**src/rtl/jt03_wrseq.sv**
```systemverilog
// Register-write sequencer for the YM2203-mode core.
// Queues (register, value) pairs and replays each one on the core bus as an
// address write, a fixed settle wait, a data write, then busy-flag polling.
//
// Host handshake: an entry is pushed on any clk edge where wr_valid and
// wr_ready are both high. wr_ready depends only on FIFO fullness and flush,
// never on wr_valid. cen does not gate the FIFO.
module jt03_wrseq #(
  parameter int DEPTH     = 8,
  parameter int AW        = 3,
  parameter int ADDR_WAIT = 17,
  parameter int TIMEOUT   = 255
) (
  input  logic          clk,
  input  logic          rst_n,
  input  logic          cen,
  input  logic          wr_valid,
  output logic          wr_ready,
  input  logic [7:0]    wr_reg,
  input  logic [7:0]    wr_data,
  input  logic          flush,
  input  logic          clr_err,
  output logic [AW:0]   level,
  output logic          busy,
  output logic          timeout_err,
  output logic [7:0]    core_din,
  output logic          core_addr,
  output logic          core_cs_n,
  output logic          core_wr_n,
  input  logic [7:0]    core_dout
);

  typedef enum logic [2:0] {
    S_IDLE  = 3'd0,
    S_AWR   = 3'd1,
    S_AWAIT = 3'd2,
    S_DWR   = 3'd3,
    S_POLL  = 3'd4
  } state_t;

  state_t          state_q, state_d;
  logic [7:0]      cnt_q, cnt_d;
  logic [7:0]      hold_reg_q, hold_reg_d;
  logic [7:0]      hold_data_q, hold_data_d;
  logic            err_q, err_d;
  logic            set_err;
  logic [7:0]      din_q, din_d;
  logic            addr_q, addr_d;
  logic            cs_n_q, cs_n_d;
  logic            wr_n_q, wr_n_d;

  logic [15:0]     mem [DEPTH];
  logic [AW-1:0]   wptr_q, wptr_d;
  logic [AW-1:0]   rptr_q, rptr_d;
  logic [AW:0]     count_q, count_d;
  logic            full, push, pop;
  logic [15:0]     head;

  // Only the busy flag of the status byte matters to the sequencer.
  logic            unused_dout;
  assign unused_dout = ^core_dout[6:0];

  assign full     = (count_q == (AW+1)'(DEPTH));
  assign wr_ready = !full && !flush;
  assign push     = wr_valid && wr_ready;
  assign pop      = cen && (state_q == S_IDLE) && (count_q != '0);
  assign head     = mem[rptr_q];

  // FIFO storage; contents need no reset because count_q guards every read.
  always_ff @(posedge clk) begin
    if (push) mem[wptr_q] <= {wr_reg, wr_data};
  end

  // FIFO pointers and occupancy; flush drops queued entries and any push.
  always_comb begin
    wptr_d  = wptr_q;
    rptr_d  = rptr_q;
    count_d = count_q;
    if (flush) begin
      rptr_d  = wptr_q;
      count_d = '0;
    end else begin
      if (push) wptr_d = wptr_q + 1'b1;
      if (pop)  rptr_d = rptr_q + 1'b1;
      case ({push, pop})
        2'b10:   count_d = count_q + 1'b1;
        2'b01:   count_d = count_q - 1'b1;
        default: count_d = count_q;
      endcase
    end
  end

  // Sequencer next state: advances only on cen edges.
  always_comb begin
    state_d     = state_q;
    cnt_d       = cnt_q;
    hold_reg_d  = hold_reg_q;
    hold_data_d = hold_data_q;
    set_err     = 1'b0;
    if (cen) begin
      case (state_q)
        S_IDLE: begin
          if (count_q != '0) begin
            hold_reg_d  = head[15:8];
            hold_data_d = head[7:0];
            state_d     = S_AWR;
          end
        end
        S_AWR: begin
          state_d = S_AWAIT;
          cnt_d   = 8'(ADDR_WAIT);
        end
        S_AWAIT: begin
          if (cnt_q == 8'd1) state_d = S_DWR;
          else               cnt_d   = cnt_q - 8'd1;
        end
        S_DWR: begin
          state_d = S_POLL;
          cnt_d   = 8'(TIMEOUT);
        end
        S_POLL: begin
          if (!core_dout[7]) begin
            state_d = S_IDLE;
          end else if (cnt_q == 8'd1) begin
            set_err = 1'b1;
            state_d = S_IDLE;
          end else begin
            cnt_d = cnt_q - 8'd1;
          end
        end
        default: state_d = S_IDLE;
      endcase
    end
  end

  // Bus outputs are a registered decode of the next state so each phase
  // starts on the same cen edge as the state it belongs to.
  always_comb begin
    din_d  = din_q;
    addr_d = addr_q;
    cs_n_d = cs_n_q;
    wr_n_d = wr_n_q;
    if (cen) begin
      din_d  = 8'd0;
      addr_d = 1'b0;
      cs_n_d = 1'b1;
      wr_n_d = 1'b1;
      case (state_d)
        S_AWR: begin
          din_d  = hold_reg_d;
          cs_n_d = 1'b0;
          wr_n_d = 1'b0;
        end
        S_DWR: begin
          din_d  = hold_data_d;
          addr_d = 1'b1;
          cs_n_d = 1'b0;
          wr_n_d = 1'b0;
        end
        S_POLL: begin
          cs_n_d = 1'b0;
        end
        default: ;
      endcase
    end
  end

  // Sticky timeout flag; a new timeout beats a simultaneous clear.
  always_comb begin
    err_d = err_q;
    if (set_err)      err_d = 1'b1;
    else if (clr_err) err_d = 1'b0;
  end

  // All sequencer, FIFO-control and bus registers.
  always_ff @(posedge clk or negedge rst_n) begin
    if (!rst_n) begin
      state_q     <= S_IDLE;
      cnt_q       <= 8'd0;
      hold_reg_q  <= 8'd0;
      hold_data_q <= 8'd0;
      err_q       <= 1'b0;
      din_q       <= 8'd0;
      addr_q      <= 1'b0;
      cs_n_q      <= 1'b1;
      wr_n_q      <= 1'b1;
      wptr_q      <= '0;
      rptr_q      <= '0;
      count_q     <= '0;
    end else begin
      state_q     <= state_d;
      cnt_q       <= cnt_d;
      hold_reg_q  <= hold_reg_d;
      hold_data_q <= hold_data_d;
      err_q       <= err_d;
      din_q       <= din_d;
      addr_q      <= addr_d;
      cs_n_q      <= cs_n_d;
      wr_n_q      <= wr_n_d;
      wptr_q      <= wptr_d;
      rptr_q      <= rptr_d;
      count_q     <= count_d;
    end
  end

  assign level       = count_q;
  assign busy        = (state_q != S_IDLE) || (count_q != '0);
  assign timeout_err = err_q;
  assign core_din    = din_q;
  assign core_addr   = addr_q;
  assign core_cs_n   = cs_n_q;
  assign core_wr_n   = wr_n_q;

endmodule

```
**config.mk**
```make
export PLATFORM = sky130hd
export DESIGN_NAME = jt03_wrseq
export DESIGN_NICKNAME = d
export VERILOG_FILES = /design/src/rtl/jt03_wrseq.sv
export SDC_FILE = /design/constraint.sdc
export NUM_CORES = 1
export LEC_CHECK = 0
export ABC_CLOCK_PERIOD_IN_PS = 8100
export CORE_MARGIN = 10
export CORE_UTILIZATION = 50
export DETAILED_ROUTE_END_ITERATION = 7
export PLACE_DENSITY = 0.71
export RECOVER_POWER = 25
export SETUP_SLACK_MARGIN = 0.5
export SKIP_LAST_GASP = 1
export SLEW_MARGIN = 10
export SYNTH_ARGS = -nofsm -noshare
export SYNTH_HDL_FRONTEND = slang
export SYNTH_SLANG_ARGS = --single-unit
```
**constraint.sdc**
```tcl
create_clock -name clk -period 8.1 [get_ports clk]
set_input_delay 0.81 -clock clk [delete_from_list [all_inputs] [get_ports clk]]
set_output_delay 0.81 -clock clk [all_outputs]
set_load 0.05 [all_outputs]
```
==> impl_metrics.yaml <==
cells_and_area:
  final-seq-area_um2: 4872
  fillers: 1004
  multi_input_area_um2: 1894
  nNetsFinal: 500
  postLayoutCellArea_um2: 8045
  drive_above_1_share_pct: 18.91
  antenna_cells: 0
  area_growth_pct: 16.63
synth:
  synth_area_um2: 6898
  synthTopCellsByCount: "edfxtp_1, dfrtp_1, mux4_2"
  synthDominantCellAreaShare_pct: 55.72
  async_flop_share_pct: 24.26
  yosysWarnings: 0
  synth_cell_types: 43
  synth_area_per_cell_um2: 16.58
  synth_most_common_cell: "edfxtp_1"
  syn_nets: 453
  yosys.area.top_type: "edfxtp_1"
  synth-edff-count: 128
  synthCells: 416
  yosysSeqAreaShare_pct: 70.63
  dominantRegCellSynth: "edfxtp_1"
  synthTopCellsByArea: "edfxtp_1, dfrtp_1, mux4_2"
  ys_seq_elements: 169
placement:
  gp_congestion: 0.8238
  port_buffers: 40
  post-place-ws_ps: 3982
  place_area_um2: 7517
  dp_hpwl_um: 7893
timing:
  tightest_slew_ps: 2186
  period_share_pct: 46.29
  finalHoldWorstSlack_ps: 497.6
  tns_ps: 0
  setup_slack_ps: 4351
  rsz0062_at_grt: "no"
  finalClockSkew_ps: 10.09
  post-route-min-period_ps: 3749
  finalSetupViolations: 0
  maxSlewViolCount: 42
  max_freq_ghz: 0.2667
  slew_headroom_pct: -45.73
  hold_violations: 0
worst_setup_path:
  required_ps: 8450
  crit_arrival_ps: 4100
  startpoint_type: "input pin"
  cp_max_fo: 19
  regToRegEndpoint: "level[3]$_DFFE_PN0P_"
  worstSetupStartpoint: "cen"
  endpoint: "level[3]$_DFFE_PN0P_"
  ff2ff_path_depth: 9
  rrSetupSlack_ps: 5110
  cp-end-kind: "flop"
  rr_startpoint: "level[1]$_DFFE_PN0P_"
  path_class: "in2reg"
run_status:
  outcome: "complete, but fails checks"
  violations: "capacitance limit, slew limit"
floorplan:
  die_y_um: 137.5
  fp.dieArea_um2: 18890
  pin_count: 48
  dieWidth_um: 137.5
  core_area_um2: 13400
  initial_core_util_pct: 51.48
  row_count: 42
clocking:
  cts_tree: "done"
  h-tree-depth: 4
  cts.clk_slew.worst_paths_ps: 60
  clk_latency_ps: 420
  cts_resized: 0
  cts.sinks: 169
  postCtsHoldBufs: 0
  clockBufferDepth: 2
  cts_buffers: 17
  post_cts_buffers: 0
  clock-root-buffer: "clkbuf_16"
power:
  fin_total_pwr_mw: 2.691
  power.density_nw_per_um2: 334.5
  vdd.ir_drop.worst_mv: 0.2179
  leakagePower_nw: 2.778
detailed_routing:
  wl_met1_um: 5795
  initialDrtViolationCount: 275
  dr.pass1.iters: 4
  met2_length_um: 6453
  top_layer: "met4"
  met3_length_um: 695
  vias: 3727
  via_per_inst: 5.716
  drcViolationCount: 0
  wire_per_inst_um: 20.00
  final_antenna_net_count: 0
  routed_wl_um: 13040
min_path:
  worstHoldPathType: "reg2reg"
global_route:
  grt_max_degree: 42
  antenna_found_initial: 0
  grt_pass1_vias: 3829
  grt_remaining_overflow: 0
  grt_usage_pct: 14.78
  grt_pass1_wl_um: 20780
run:
  maxCapViolations: 1
[per-stage QoR]
| step | std cells | util [%] |
|---|---|---|
| after floorplan | 416 | - |
| after global placement | 620 | 56.10 |
| after detailed placement | 620 | 56.10 |
| after CTS | 652 | 60.05 |
| after global routing | 652 | 60.04 |
| final | 652 | 60.04 |
[routing by layer]
layer	up-vias	track usage, %
met5	-	0
met4	0	3.864
met3	7	4.989
met2	88	23.52
met1	1916	19.05
li1	1716	-
[cell usage in the layout (no fill, tap or decap), types with 6 or more instances in the layout]
cell,count
mux2i_1,10
mux4_2,32
a21oi_1,17
buf_4,11
clkdlybuf4s50_1,27
o221ai_1,9
mux2_2,9
nor2_1,22
dlygate4sd3_1,12
edfxtp_1,128
inv_1,14
clkbuf_16,17
ha_1,6
nand2_1,25
o21ai_0,19
dfrtp_1,39
[where the power goes]
group	internal [mW]	leakage, nW	total [mW]	switching, mW
registers	1.06	1.67	1.15	0.0918
logic	0.350	0.855	0.810	0.461
clock network	0.396	0.250	0.726	0.329
total	1.81	2.78	2.69	0.882
[sequential cells by signal, summed over array words and instances, names as in the netlist]
signal / cells
core_wr_n: 1
core_cs_n: 1
level: 4
state_q: 3
core_addr: 1
wptr_q: 3
timeout_err: 1
core_din: 8
hold_data_q: 8
rptr_q: 3
mem: 128
cnt_q: 8
[worst min path at each step]
stage | startpoint | endpoint | slack [ps] | depth (start not counted)
floorplan | hold_data_q[7]$_DFF_PN0_ | hold_data_q[7]$_DFF_PN0_ | 450 | 2
global placement | hold_data_q[7]$_DFF_PN0_ | hold_data_q[7]$_DFF_PN0_ | 470 | 2
detailed placement | hold_data_q[7]$_DFF_PN0_ | hold_data_q[7]$_DFF_PN0_ | 480 | 2
CTS | hold_data_q[7]$_DFF_PN0_ | hold_data_q[7]$_DFF_PN0_ | 500 | 2
global route | core_din[7]$_DFFE_PN0P_ | core_din[7]$_DFFE_PN0P_ | 530 | 2
finish | hold_data_q[7]$_DFF_PN0_ | hold_data_q[7]$_DFF_PN0_ | 500 | 2
[final cells by class]
class	instances	share of cell area [%]
flip-flops and latches	169	60.56
repair buffers	51	5.925
clock buffers	20	5.428
multi-input cells	210	23.55
inverters	14	0.6532
clock inverters	12	1.151
well taps	176	2.737
[kinds of logic (layout without fill, tap and decap cells)]
kind of cell,Yosys count,count (layout),synth area share [%]
flops,169,169,70.63
simple gates,86,86,6.076
compound gates,59,59,5.369
mux,51,51,13.37
buf+inv,37,97,2.285
fa+ha+maj,7,7,1.379
xor+xnor,7,7,0.8888
[worst max-delay path: stages]
cell and delay (ps):
clkdlybuf4s50_1 900, nor2b_1 330, nand3_1 370, nor2_1 350, ha_1 330, a21oi_1 150
nand2_1 90, or3_1 320, a211oi_1 280, a311o_2 160
(Power assumes the default switching activity.)
